<file path="config.mk">
export PLATFORM = sky130hd
export DESIGN_NAME = sdram_arbiter
export DESIGN_NICKNAME = d
export VERILOG_FILES = /design/src/rtl/sdram_arb_pkg.sv /design/src/rtl/sdram_arbiter_rr_picker.sv /design/src/rtl/sdram_arbiter.sv
export SDC_FILE = /design/constraint.sdc
export NUM_CORES = 1
export LEC_CHECK = 0
export ABC_AREA = 1
export ABC_CLOCK_PERIOD_IN_PS = 5500
export CORE_MARGIN = 2
export CORE_UTILIZATION = 43
export CTS_CLUSTER_DIAMETER = 80
export CTS_CLUSTER_SIZE = 20
export DETAILED_ROUTE_END_ITERATION = 12
export MAX_ROUTING_LAYER = met4
export PLACE_DENSITY = 0.95
export SYNTH_ARGS = -nofsm -noshare
export SYNTH_HDL_FRONTEND = slang
export SYNTH_HIERARCHICAL = 1
export SYNTH_SLANG_ARGS = --single-unit
</file>
<file path="constraint.sdc">
create_clock -name clk -period 5.5 [get_ports clk]
set_input_delay 1.1 -clock clk [delete_from_list [all_inputs] [get_ports clk]]
set_output_delay 1.1 -clock clk [all_outputs]
set_load 0.05 [all_outputs]
</file>
<file path="src/rtl/sdram_arb_pkg.sv">
// Shared types and default parameters for the multi-port SDRAM host arbiter.
package sdram_arb_pkg;

   typedef enum logic [1:0] {
      IDLE    = 2'd0,
      RD_WAIT = 2'd1,
      WR_WAIT = 2'd2
   } arb_state_t;

   localparam int DEF_NPORTS     = 4;
   localparam int DEF_AW         = 24;
   localparam int DEF_DW         = 16;
   localparam int DEF_RD_LATENCY = 8;
   localparam int DEF_WR_GAP     = 4;

   function automatic int max_int(input int a, input int b);
      return (a > b) ? a : b;
   endfunction

endpackage

</file>
<file path="src/rtl/sdram_arbiter_rr_picker.sv">
// Combinational round-robin selector: first set request after ptr, wrapping modulo NPORTS.
module rr_picker
   import sdram_arb_pkg::*;
#(
   parameter int NPORTS = DEF_NPORTS,
   parameter int PW     = $clog2(NPORTS)
) (
   input  logic [NPORTS-1:0] req,
   input  logic [PW-1:0]     ptr,
   output logic [NPORTS-1:0] winner_onehot,
   output logic [PW-1:0]     winner_idx,
   output logic              any
);

   logic [PW-1:0] cand_s;

   // Scan ptr+1 .. ptr+NPORTS so the previous winner is considered last.
   always_comb begin
      winner_onehot = '0;
      winner_idx    = '0;
      any           = 1'b0;
      cand_s        = '0;
      for (int i = 1; i <= NPORTS; i++) begin
         cand_s = PW'((int'(ptr) + i) % NPORTS);
         if (!any && req[cand_s]) begin
            any                   = 1'b1;
            winner_idx            = cand_s;
            winner_onehot[cand_s] = 1'b1;
         end else begin
            any = any;
         end
      end
   end

endmodule

</file>
<file path="src/rtl/sdram_arbiter.sv">
// Round-robin front end for a single-port SDRAM controller; one command in flight,
// read data returned to the owning port after a fixed latency.
module sdram_arbiter
   import sdram_arb_pkg::*;
#(
   parameter int NPORTS     = DEF_NPORTS,
   parameter int AW         = DEF_AW,
   parameter int DW         = DEF_DW,
   parameter int RD_LATENCY = DEF_RD_LATENCY,
   parameter int WR_GAP     = DEF_WR_GAP
) (
   input  logic                 clk,
   input  logic                 rst,
   input  logic [NPORTS-1:0]    req,
   input  logic [NPORTS-1:0]    we,
   input  logic [NPORTS*AW-1:0] addr,
   input  logic [NPORTS*DW-1:0] wdata,
   output logic [NPORTS-1:0]    gnt,
   output logic [NPORTS-1:0]    rvalid,
   output logic [DW-1:0]        rdata,
   output logic [AW-1:0]        mem_haddr,
   output logic [DW-1:0]        mem_data_input,
   output logic                 mem_rd_enable,
   output logic                 mem_wr_enable,
   input  logic                 mem_busy,
   input  logic [DW-1:0]        mem_data_output
);

   localparam int PW = $clog2(NPORTS);
   localparam int CW = $clog2(max_int(RD_LATENCY, WR_GAP) + 1);
   localparam logic [CW-1:0] CNT_RD   = CW'(RD_LATENCY);
   localparam logic [CW-1:0] CNT_WR   = CW'(WR_GAP);
   localparam logic [CW-1:0] CNT_ONE  = CW'(1);
   localparam logic [PW-1:0] PTR_INIT = PW'(NPORTS - 1);

   arb_state_t          state_r, state_s;
   logic [CW-1:0]       cnt_r, cnt_s;
   logic [PW-1:0]       ptr_r, ptr_s;
   logic [PW-1:0]       owner_r, owner_s;
   logic [NPORTS-1:0]   gnt_r, gnt_s;
   logic [NPORTS-1:0]   rvalid_r, rvalid_s;
   logic [DW-1:0]       rdata_r, rdata_s;
   logic [AW-1:0]       haddr_r, haddr_s;
   logic [DW-1:0]       din_r, din_s;
   logic                rd_en_r, rd_en_s;
   logic                wr_en_r, wr_en_s;

   logic [NPORTS-1:0]   win_onehot_s;
   logic [PW-1:0]       win_idx_s;
   logic                any_s;

   rr_picker #(
      .NPORTS (NPORTS),
      .PW     (PW)
   ) u_picker (
      .req           (req),
      .ptr           (ptr_r),
      .winner_onehot (win_onehot_s),
      .winner_idx    (win_idx_s),
      .any           (any_s)
   );

   // Next-state and next-output decode; pulses default low, address/data hold.
   always_comb begin
      state_s  = state_r;
      cnt_s    = cnt_r;
      ptr_s    = ptr_r;
      owner_s  = owner_r;
      gnt_s    = '0;
      rvalid_s = '0;
      rd_en_s  = 1'b0;
      wr_en_s  = 1'b0;
      rdata_s  = rdata_r;
      haddr_s  = haddr_r;
      din_s    = din_r;
      case (state_r)
         IDLE: begin
            if (any_s && !mem_busy) begin
               gnt_s   = win_onehot_s;
               ptr_s   = win_idx_s;
               owner_s = win_idx_s;
               haddr_s = addr[win_idx_s*AW +: AW];
               din_s   = wdata[win_idx_s*DW +: DW];
               if (we[win_idx_s]) begin
                  wr_en_s = 1'b1;
                  cnt_s   = CNT_WR;
                  state_s = WR_WAIT;
               end else begin
                  rd_en_s = 1'b1;
                  cnt_s   = CNT_RD;
                  state_s = RD_WAIT;
               end
            end else begin
               state_s = IDLE;
            end
         end
         RD_WAIT: begin
            // Last wait cycle: controller data is valid at this edge.
            if (cnt_r <= CNT_ONE) begin
               cnt_s             = '0;
               rdata_s           = mem_data_output;
               rvalid_s[owner_r] = 1'b1;
               state_s           = IDLE;
            end else begin
               cnt_s = cnt_r - CNT_ONE;
            end
         end
         WR_WAIT: begin
            if (cnt_r <= CNT_ONE) begin
               cnt_s   = '0;
               state_s = IDLE;
            end else begin
               cnt_s = cnt_r - CNT_ONE;
            end
         end
         default: begin
            cnt_s   = '0;
            state_s = IDLE;
         end
      endcase
   end

   // State, counter, pointer and output registers with synchronous reset.
   always_ff @(posedge clk) begin
      if (rst) begin
         state_r  <= IDLE;
         cnt_r    <= '0;
         ptr_r    <= PTR_INIT;
         owner_r  <= '0;
         gnt_r    <= '0;
         rvalid_r <= '0;
         rdata_r  <= '0;
         haddr_r  <= '0;
         din_r    <= '0;
         rd_en_r  <= 1'b0;
         wr_en_r  <= 1'b0;
      end else begin
         state_r  <= state_s;
         cnt_r    <= cnt_s;
         ptr_r    <= ptr_s;
         owner_r  <= owner_s;
         gnt_r    <= gnt_s;
         rvalid_r <= rvalid_s;
         rdata_r  <= rdata_s;
         haddr_r  <= haddr_s;
         din_r    <= din_s;
         rd_en_r  <= rd_en_s;
         wr_en_r  <= wr_en_s;
      end
   end

   assign gnt            = gnt_r;
   assign rvalid         = rvalid_r;
   assign rdata          = rdata_r;
   assign mem_haddr      = haddr_r;
   assign mem_data_input = din_r;
   assign mem_rd_enable  = rd_en_r;
   assign mem_wr_enable  = wr_en_r;

endmodule
</file>
# Word-level counts from Yosys, hierarchy flattened
# Cells that the tools add are included.
[word_totals]
latch_bits = 0
mem_count = 0
word_cells = 103
rom_bits = 0
ramBits = 0
reg_bits = 76
[classes]
mul = 1
n_reduce_logical = 19
n_div = 0
eq_ne = 4
add_sub_neg = 5
n_shift = 2
muxes = 42
n_lt_le_gt_ge = 12
n_bitwise = 7
[ops]
columns = ["operator", "n"]
rows = [
  ["96-bit by 8-bit indexed part select with 24-bit output", 1],
  ["64-bit by 7-bit indexed part select with 16-bit output", 1],
  ["4-bit 2-to-1 mux", 7],
  ["2-bit by 3-bit < comparator with 1-bit output, second input constant", 6],
  ["1-bit 2-to-1 mux", 16],
  ["2-bit 2-to-1 mux", 7],
  ["4-bit OR", 3],
  ["1-bit binary-select mux with 2-bit select", 5],
  ["1-bit demux with 2-bit select", 5],
  ["2-bit by 1-bit >= comparator with 1-bit output, second input constant", 5],
  ["1-bit logical AND", 9],
  ["4-bit case mux with 2 select lines", 1],
  ["3-bit OR reduction", 2],
  ["2-bit by 1-bit adder with 2-bit output, second input constant", 2],
  ["2-bit adder, second input constant", 2],
  ["4-bit by 1-bit less-or-equal comparator with 1-bit output, second input constant", 1],
  ["1-bit logical NOT", 4],
  ["2-bit by 2-bit multiplier with 4-bit output, second input constant", 1],
  ["1-bit NOT", 4],
  ["2-bit case mux with 2 select lines", 1],
  ["2-bit AND reduction", 2],
  ["4-bit by 1-bit subtractor with 4-bit output, second input constant", 1],
  ["2-bit by 1-bit equality test with 1-bit output, second input constant", 1],
  ["2-bit equality test, second input constant", 1],
  ["other kinds (4)", 4],
]

# Logic depth before layout (Yosys ltp)
[depth]
word_depth = 18
ltp_mapped = 17
depth_no_buf = 17

# Cells and area by module
# The synthesis kept the hierarchy.
[by_module_without_submodules]
columns = ["mod", "instances", "cells_each", "area_each_um2"]
rows = [
  ["sdram_arbiter", 1, 620, 4132.7],
  ["rr_picker", 1, 74, 457.9],
]

# Worst setup path after synthesis
# OpenSTA, ideal clock, no wires.
[synth_timing]
path_kind = "input -> register"
startpoint = "in req[2]"
endpoint = "reg din_r[10] (netlist: mem_data_input[10])"
t_arrival_ps = 2461
n_path_buf = 1
stages = 13
path_slack_ps = 2926
path_cell_list = "inv_1 > nand2_1 > nand2_1 > inv_1 > nor2_2 > nand3_1 > a21oi_2 > inv_2 > clkbuf_1 > o21ai_0 > o21ai_1 > o21bai_1 > inv_1"
[synth_via]
elab_cells_between_ends = 25
[synth_lines]
columns = ["item", "line_no", "text"]
rows = [
  ["start: declaration", "sdram_arbiter.sv:14", "input logic [NPORTS-1:0] req,"],
  ["1-bit binary-select mux with 2-bit select", "sdram_arbiter_rr_picker.sv:25", "if (!any && req[cand_s]) begin"],
  ["1-bit 2-to-1 mux (implied by the code)", "sdram_arbiter_rr_picker.sv:25", ""],
  ["1-bit 2-to-1 mux", "sdram_arbiter_rr_picker.sv:25", ""],
  ["1-bit logical NOT", "sdram_arbiter_rr_picker.sv:25", ""],
  ["1-bit logical AND", "sdram_arbiter_rr_picker.sv:25", ""],
  ["1-bit 2-to-1 mux", "sdram_arbiter_rr_picker.sv:25", ""],
  ["1-bit logical NOT", "sdram_arbiter_rr_picker.sv:25", ""],
  ["1-bit logical AND", "sdram_arbiter_rr_picker.sv:25", ""],
  ["1-bit 2-to-1 mux", "sdram_arbiter_rr_picker.sv:25", ""],
  ["1-bit logical NOT", "sdram_arbiter_rr_picker.sv:25", ""],
  ["1-bit logical AND", "sdram_arbiter_rr_picker.sv:25", ""],
  ["2-bit 2-to-1 mux *", "sdram_arbiter_rr_picker.sv:25", ""],
  ["net win_idx_s[0]", "sdram_arbiter.sv:49", "logic [PW-1:0] win_idx_s;"],
  ["64-bit by 7-bit indexed part select with 16-bit output *", "sdram_arbiter.sv:83", "din_s = wdata[win_idx_s*DW +: DW];"],
  ["end signal: assignment", "sdram_arbiter.sv:146", "din_r <= din_s;"],
  ["end: declaration", "sdram_arbiter.sv:44", "logic [DW-1:0] din_r, din_s;"],
]
# Mark *: on every way through the listed nets, which the timed path passes. The rest lies on a longest branch. The select of a mux whose other input is x is not followed.
# A chain may end at the register's enable or synchronous reset.

# Final worst setup path
[layout_timing]
startpoint = "in req[1]"
endpoint = "reg state_r[1]"
[layout_via]
elab_chain_len = 17
elab_cells_between_ends = 28
[layout_rtl]
columns = ["item", "line_no", "text"]
rows = [
  ["1-bit binary-select mux with 2-bit select", "sdram_arbiter_rr_picker.sv:25", ""],
  ["1-bit 2-to-1 mux (implied by the code)", "sdram_arbiter_rr_picker.sv:25", ""],
  ["1-bit 2-to-1 mux", "sdram_arbiter_rr_picker.sv:25", ""],
  ["1-bit logical NOT", "sdram_arbiter_rr_picker.sv:25", ""],
  ["1-bit logical AND", "sdram_arbiter_rr_picker.sv:25", ""],
  ["1-bit 2-to-1 mux", "sdram_arbiter_rr_picker.sv:25", ""],
  ["1-bit logical NOT", "sdram_arbiter_rr_picker.sv:25", ""],
  ["1-bit logical AND", "sdram_arbiter_rr_picker.sv:25", ""],
  ["[2 not listed]", "n/a", ""],
  ["1-bit logical AND", "sdram_arbiter_rr_picker.sv:25", ""],
  ["2-bit 2-to-1 mux *", "sdram_arbiter_rr_picker.sv:25", ""],
  ["net win_idx_s[0]", "sdram_arbiter.sv:49", ""],
  ["1-bit binary-select mux with 2-bit select *", "sdram_arbiter.sv:84", "if (we[win_idx_s]) begin"],
  ["1-bit 2-to-1 mux (implied by the code) *", "sdram_arbiter.sv:84", ""],
  ["2-bit 2-to-1 mux *", "sdram_arbiter.sv:84", ""],
  ["2-bit 2-to-1 mux *", "sdram_arbiter.sv:78", "if (any_s && !mem_busy) begin"],
  ["2-bit case mux with 2 select lines *", "sdram_arbiter.sv:76", "case (state_r)"],
  ["end signal: assignment", "sdram_arbiter.sv:138", "state_r <= state_s;"],
  ["end: declaration", "sdram_arbiter.sv:36", "arb_state_t state_r, state_s;"],
]
# Marks and branches as above.

==> flow_metrics.py <==
metrics = {
    "outcome": {
        "status": "finished, final reports clean",
    },
    "placed_design": {
        "dp_hpwl_um": 11170,
        "gp_congestion": 0.9135,
        "postPlaceCellArea_mm2": 0.007101,
        "numPortBuffers": 252,
    },
    "job": {
        "drv_cap": 0,
    },
    "drt": {
        "viasPerCell": 5.070,
        "vias": 5369,
        "postRouteWirelength_um": 15550,
        "ant_nets": 0,
        "drt_iter0_markers": 323,
        "drt-wirelength-per-cell_um": 14.68,
        "drc": 0,
        "first_pass_iters": 5,
    },
    "grt": {
        "grt_start_max_net_pins": 84,
        "grt_pass1_vias": 5235,
        "antenna_found_initial": 0,
        "grt_util_all_layers_pct": 27.41,
        "grt_pass1_wl_um": 24470,
        "gr-total-overflow": 0,
    },
    "clocking": {
        "cts_made_buffers": 9,
        "numClockSinks": 76,
        "ctsRootBufferMaster": "clkbuf_8",
        "clockBufferDepth": 2,
        "clock_insertion_delay_worst_skew_ns": 0.35,
        "cts_hold_buf": 0,
        "cts_resized": 0,
        "post_cts_buffers": 0,
        "path_clk_slew_ns": 0.09,
        "htreeDepth": 3,
        "cts_tree": "yes",
    },
    "floorplanning": {
        "rows": 37,
        "die_y_um": 107.3,
        "io_pins": 253,
        "core_area_mm2": 0.01032,
        "die_area_mm2": 0.01152,
        "start_util_pct": 44.47,
        "chipWidth_um": 107.3,
    },
    "timing": {
        "hold_viol_final": 0,
        "maxSlewViolCount": 0,
        "rsz0062_at_grt": "false",
        "tightest_slew_ns": 1.143,
        "min_period_ns": 3.595,
        "setup_viol": 0,
        "finClkSkew_ns": 0.01252,
        "post-route-period-util_pct": 65.36,
        "fmax_mhz": 278.2,
        "setup-tns-final_ns": 0,
        "hold_ws_ns": 0.4553,
        "relSlewSlack_pct": 23.71,
    },
    "synthesis": {
        "synth_warnings": 6,
        "syn-cell-area_mm2": 0.004591,
        "synth_cell_type_count": 31,
        "synth_seq_area_share_pct": 33.14,
        "avgSynthCellArea_um2": 6.615,
        "ys_seq_elements": 76,
        "synthesis.nets": 894,
        "syn_inst": 694,
    },
    "worst_setup_path": {
        "cpMostUsedCell": "nand2_1",
        "max_stage_delay_ns": 0.82,
        "critical_path_class": "in2reg",
        "critPathTopFamily": "buffers and inverters",
        "startpoint_type": "input pin",
        "path_max_fanout": 70,
        "crit_chain": "clkdlybuf4s50_1 -> nand2_1 -> nand3_1 -> nand2_4 -> nor2_2 -> nor2_1 -> a21oi_4 -> inv_2 -> nand2_1 -> nand3_1 -> nand2_1 -> inv_1 -> nand2_1 -> a21oi_1",
        "cp_slowest_cell": "inv_2",
        "crit_buf_inv": 3,
        "crit_arrival_ns": 3.87,
        "required_ns": 5.77,
        "end_kind": "register",
    },
    "power_and_ir_drop": {
        "fin_total_pwr_mw": 5.075,
        "leakage_nw": 3.083,
        "p_per_area_mw_per_mm2": 696.8,
        "ir_drop_v": 0.001004,
    },
    "hold_path": {
        "min_path_type": "reg2reg",
    },
    "layout": {
        "design_area_mm2": 0.007283,
        "fill_cells": 831,
        "multi_input_area_mm2": 0.002527,
        "seq_area_mm2": 0.001521,
        "nets": 1118,
        "n_antenna_cell": 0,
        "area_growth_pct": 58.65,
        "drive_above_1_share_pct": 4.550,
    },
}
path summary, 6_finish.rpt:
path	slack, ns	to	startpoint	depth (start not counted)
worst max register to register	2.03	state_r[1]	ptr_r[0]	16
worst min register to register	0.46	rdata[11]	rdata[11]	2
worst min-delay path	0.46	rdata[11]	rdata[11]	2
worst max-delay path	1.91	state_r[1]	req[1]	14
layout by cell type (no fill, tap or decap):
| master | n |
|---|---|
| a21boi_0 | 5 |
| a21boi_2 | 1 |
| a21oi_1 | 27 |
| a21oi_4 | 1 |
| a31oi_1 | 1 |
| buf_4 | 5 |
| clkbuf_8 | 10 |
| clkdlybuf4s50_1 | 252 |
| clkinv_2 | 1 |
| clkinvlp_4 | 3 |
| dfxtp_1 | 76 |
| ha_1 | 13 |
| inv_1 | 80 |
| inv_2 | 4 |
| inv_4 | 1 |
| inv_6 | 2 |
| nand2_1 | 42 |
| nand2_2 | 5 |
| nand2_4 | 1 |
| nand3_1 | 20 |
| nand3_2 | 4 |
| nand3b_1 | 1 |
| nand4_1 | 8 |
| nor2_1 | 133 |
| nor2_2 | 3 |
| nor2_8 | 1 |
| nor3_1 | 4 |
| o21ai_0 | 122 |
| o21ai_1 | 55 |
| o21bai_1 | 41 |
| xor2_1 | 1 |
stage by stage:
step | setup WS, ns | util [%] | std cells
2_1_floorplan | 2.926 | - | 694
3_3_place_gp | 1.657 | 68.78 | 1043
3_5_place_dp | 1.610 | 68.78 | 1043
4_1_cts | 1.943 | 70.55 | 1059
5_1_grt | 1.572 | 70.55 | 1059
6_report | 1.905 | 70.55 | 1059
cell type report:
type / instances / area share (%)
well taps: 136 / 2.336
repair buffers: 257 / 35.15
flip-flops and latches: 76 / 20.89
clock inverters: 6 / 0.6185
clock buffers: 10 / 1.890
multi-input cells: 489 / 34.70
inverters: 85 / 4.415
where the power goes:
part	switching (mW)	internal (mW)
registers	0.142	0.783
logic	2.51	1.24
clock network	0.222	0.179
total	2.87	2.20
cells in the mapped netlist, drive strengths merged:
library cell	n	area, um^2
a21boi	6	48.80
a21oi	28	143.9
a31oi	1	6.260
buf	29	176.4
clkbuf	15	61.31
dfxtp	76	1521
ha	13	162.7
inv	85	321.6
nand2	48	200.2
nand3	24	130.1
nand3b	1	7.510
nand4	8	50.05
nor2	137	538.0
nor3	4	20.02
o21ai	177	885.9
o21bai	41	307.8
xor2	1	8.760
registers in the layout, summed over array words and instances (netlist names):
name            flops
mem_haddr          24
mem_data_input     16
rdata              16
cnt_r               4
gnt                 4
rvalid              4
owner_r             2
ptr_r               2
state_r             2
mem_rd_enable       1
mem_wr_enable       1
logic make-up after synthesis:
family	Yosys count	synth area share (%)
DFF	76	33.14
buffers and inverters	129	12.18
AOI/OAI and AO/OA	253	30.34
xor gates and xnor gates	1	0.1908
adders and majority gates	13	3.543
and+or+nand+nor	222	20.61
worst reg2reg max path, stage by stage, from the launching register on:
cell and delay [ns]:
dfxtp_1 0.57, inv_2 0.20, ha_1 0.38, inv_1 0.09, nand2_2 0.12, nand2_2 0.08, inv_2 0.10, nand2_1 0.06
nor2_1 0.18, a21oi_4 0.05, inv_2 0.82, nand2_1 0.12, nand3_1 0.14, nand2_1 0.16, inv_1 0.13, nand2_1 0.07
a21oi_1 0.14
metal layers:
| metal | part of all wire, % | wire (um) | vias up | global-route usage, % |
|---|---|---|---|---|
| met1 | 41 | 6302 | 2399 | 29.99 |
| li1 | - | - | 2714 | - |
| met4 | 2.5 | 386 | 0 | 10.67 |
| met3 | 6.9 | 1078 | 31 | 5.569 |
| met2 | 50 | 7782 | 225 | 48.78 |
| met5 | 0 | 0 | - | - |
Note: power is estimated with default switching activity, not from simulation.
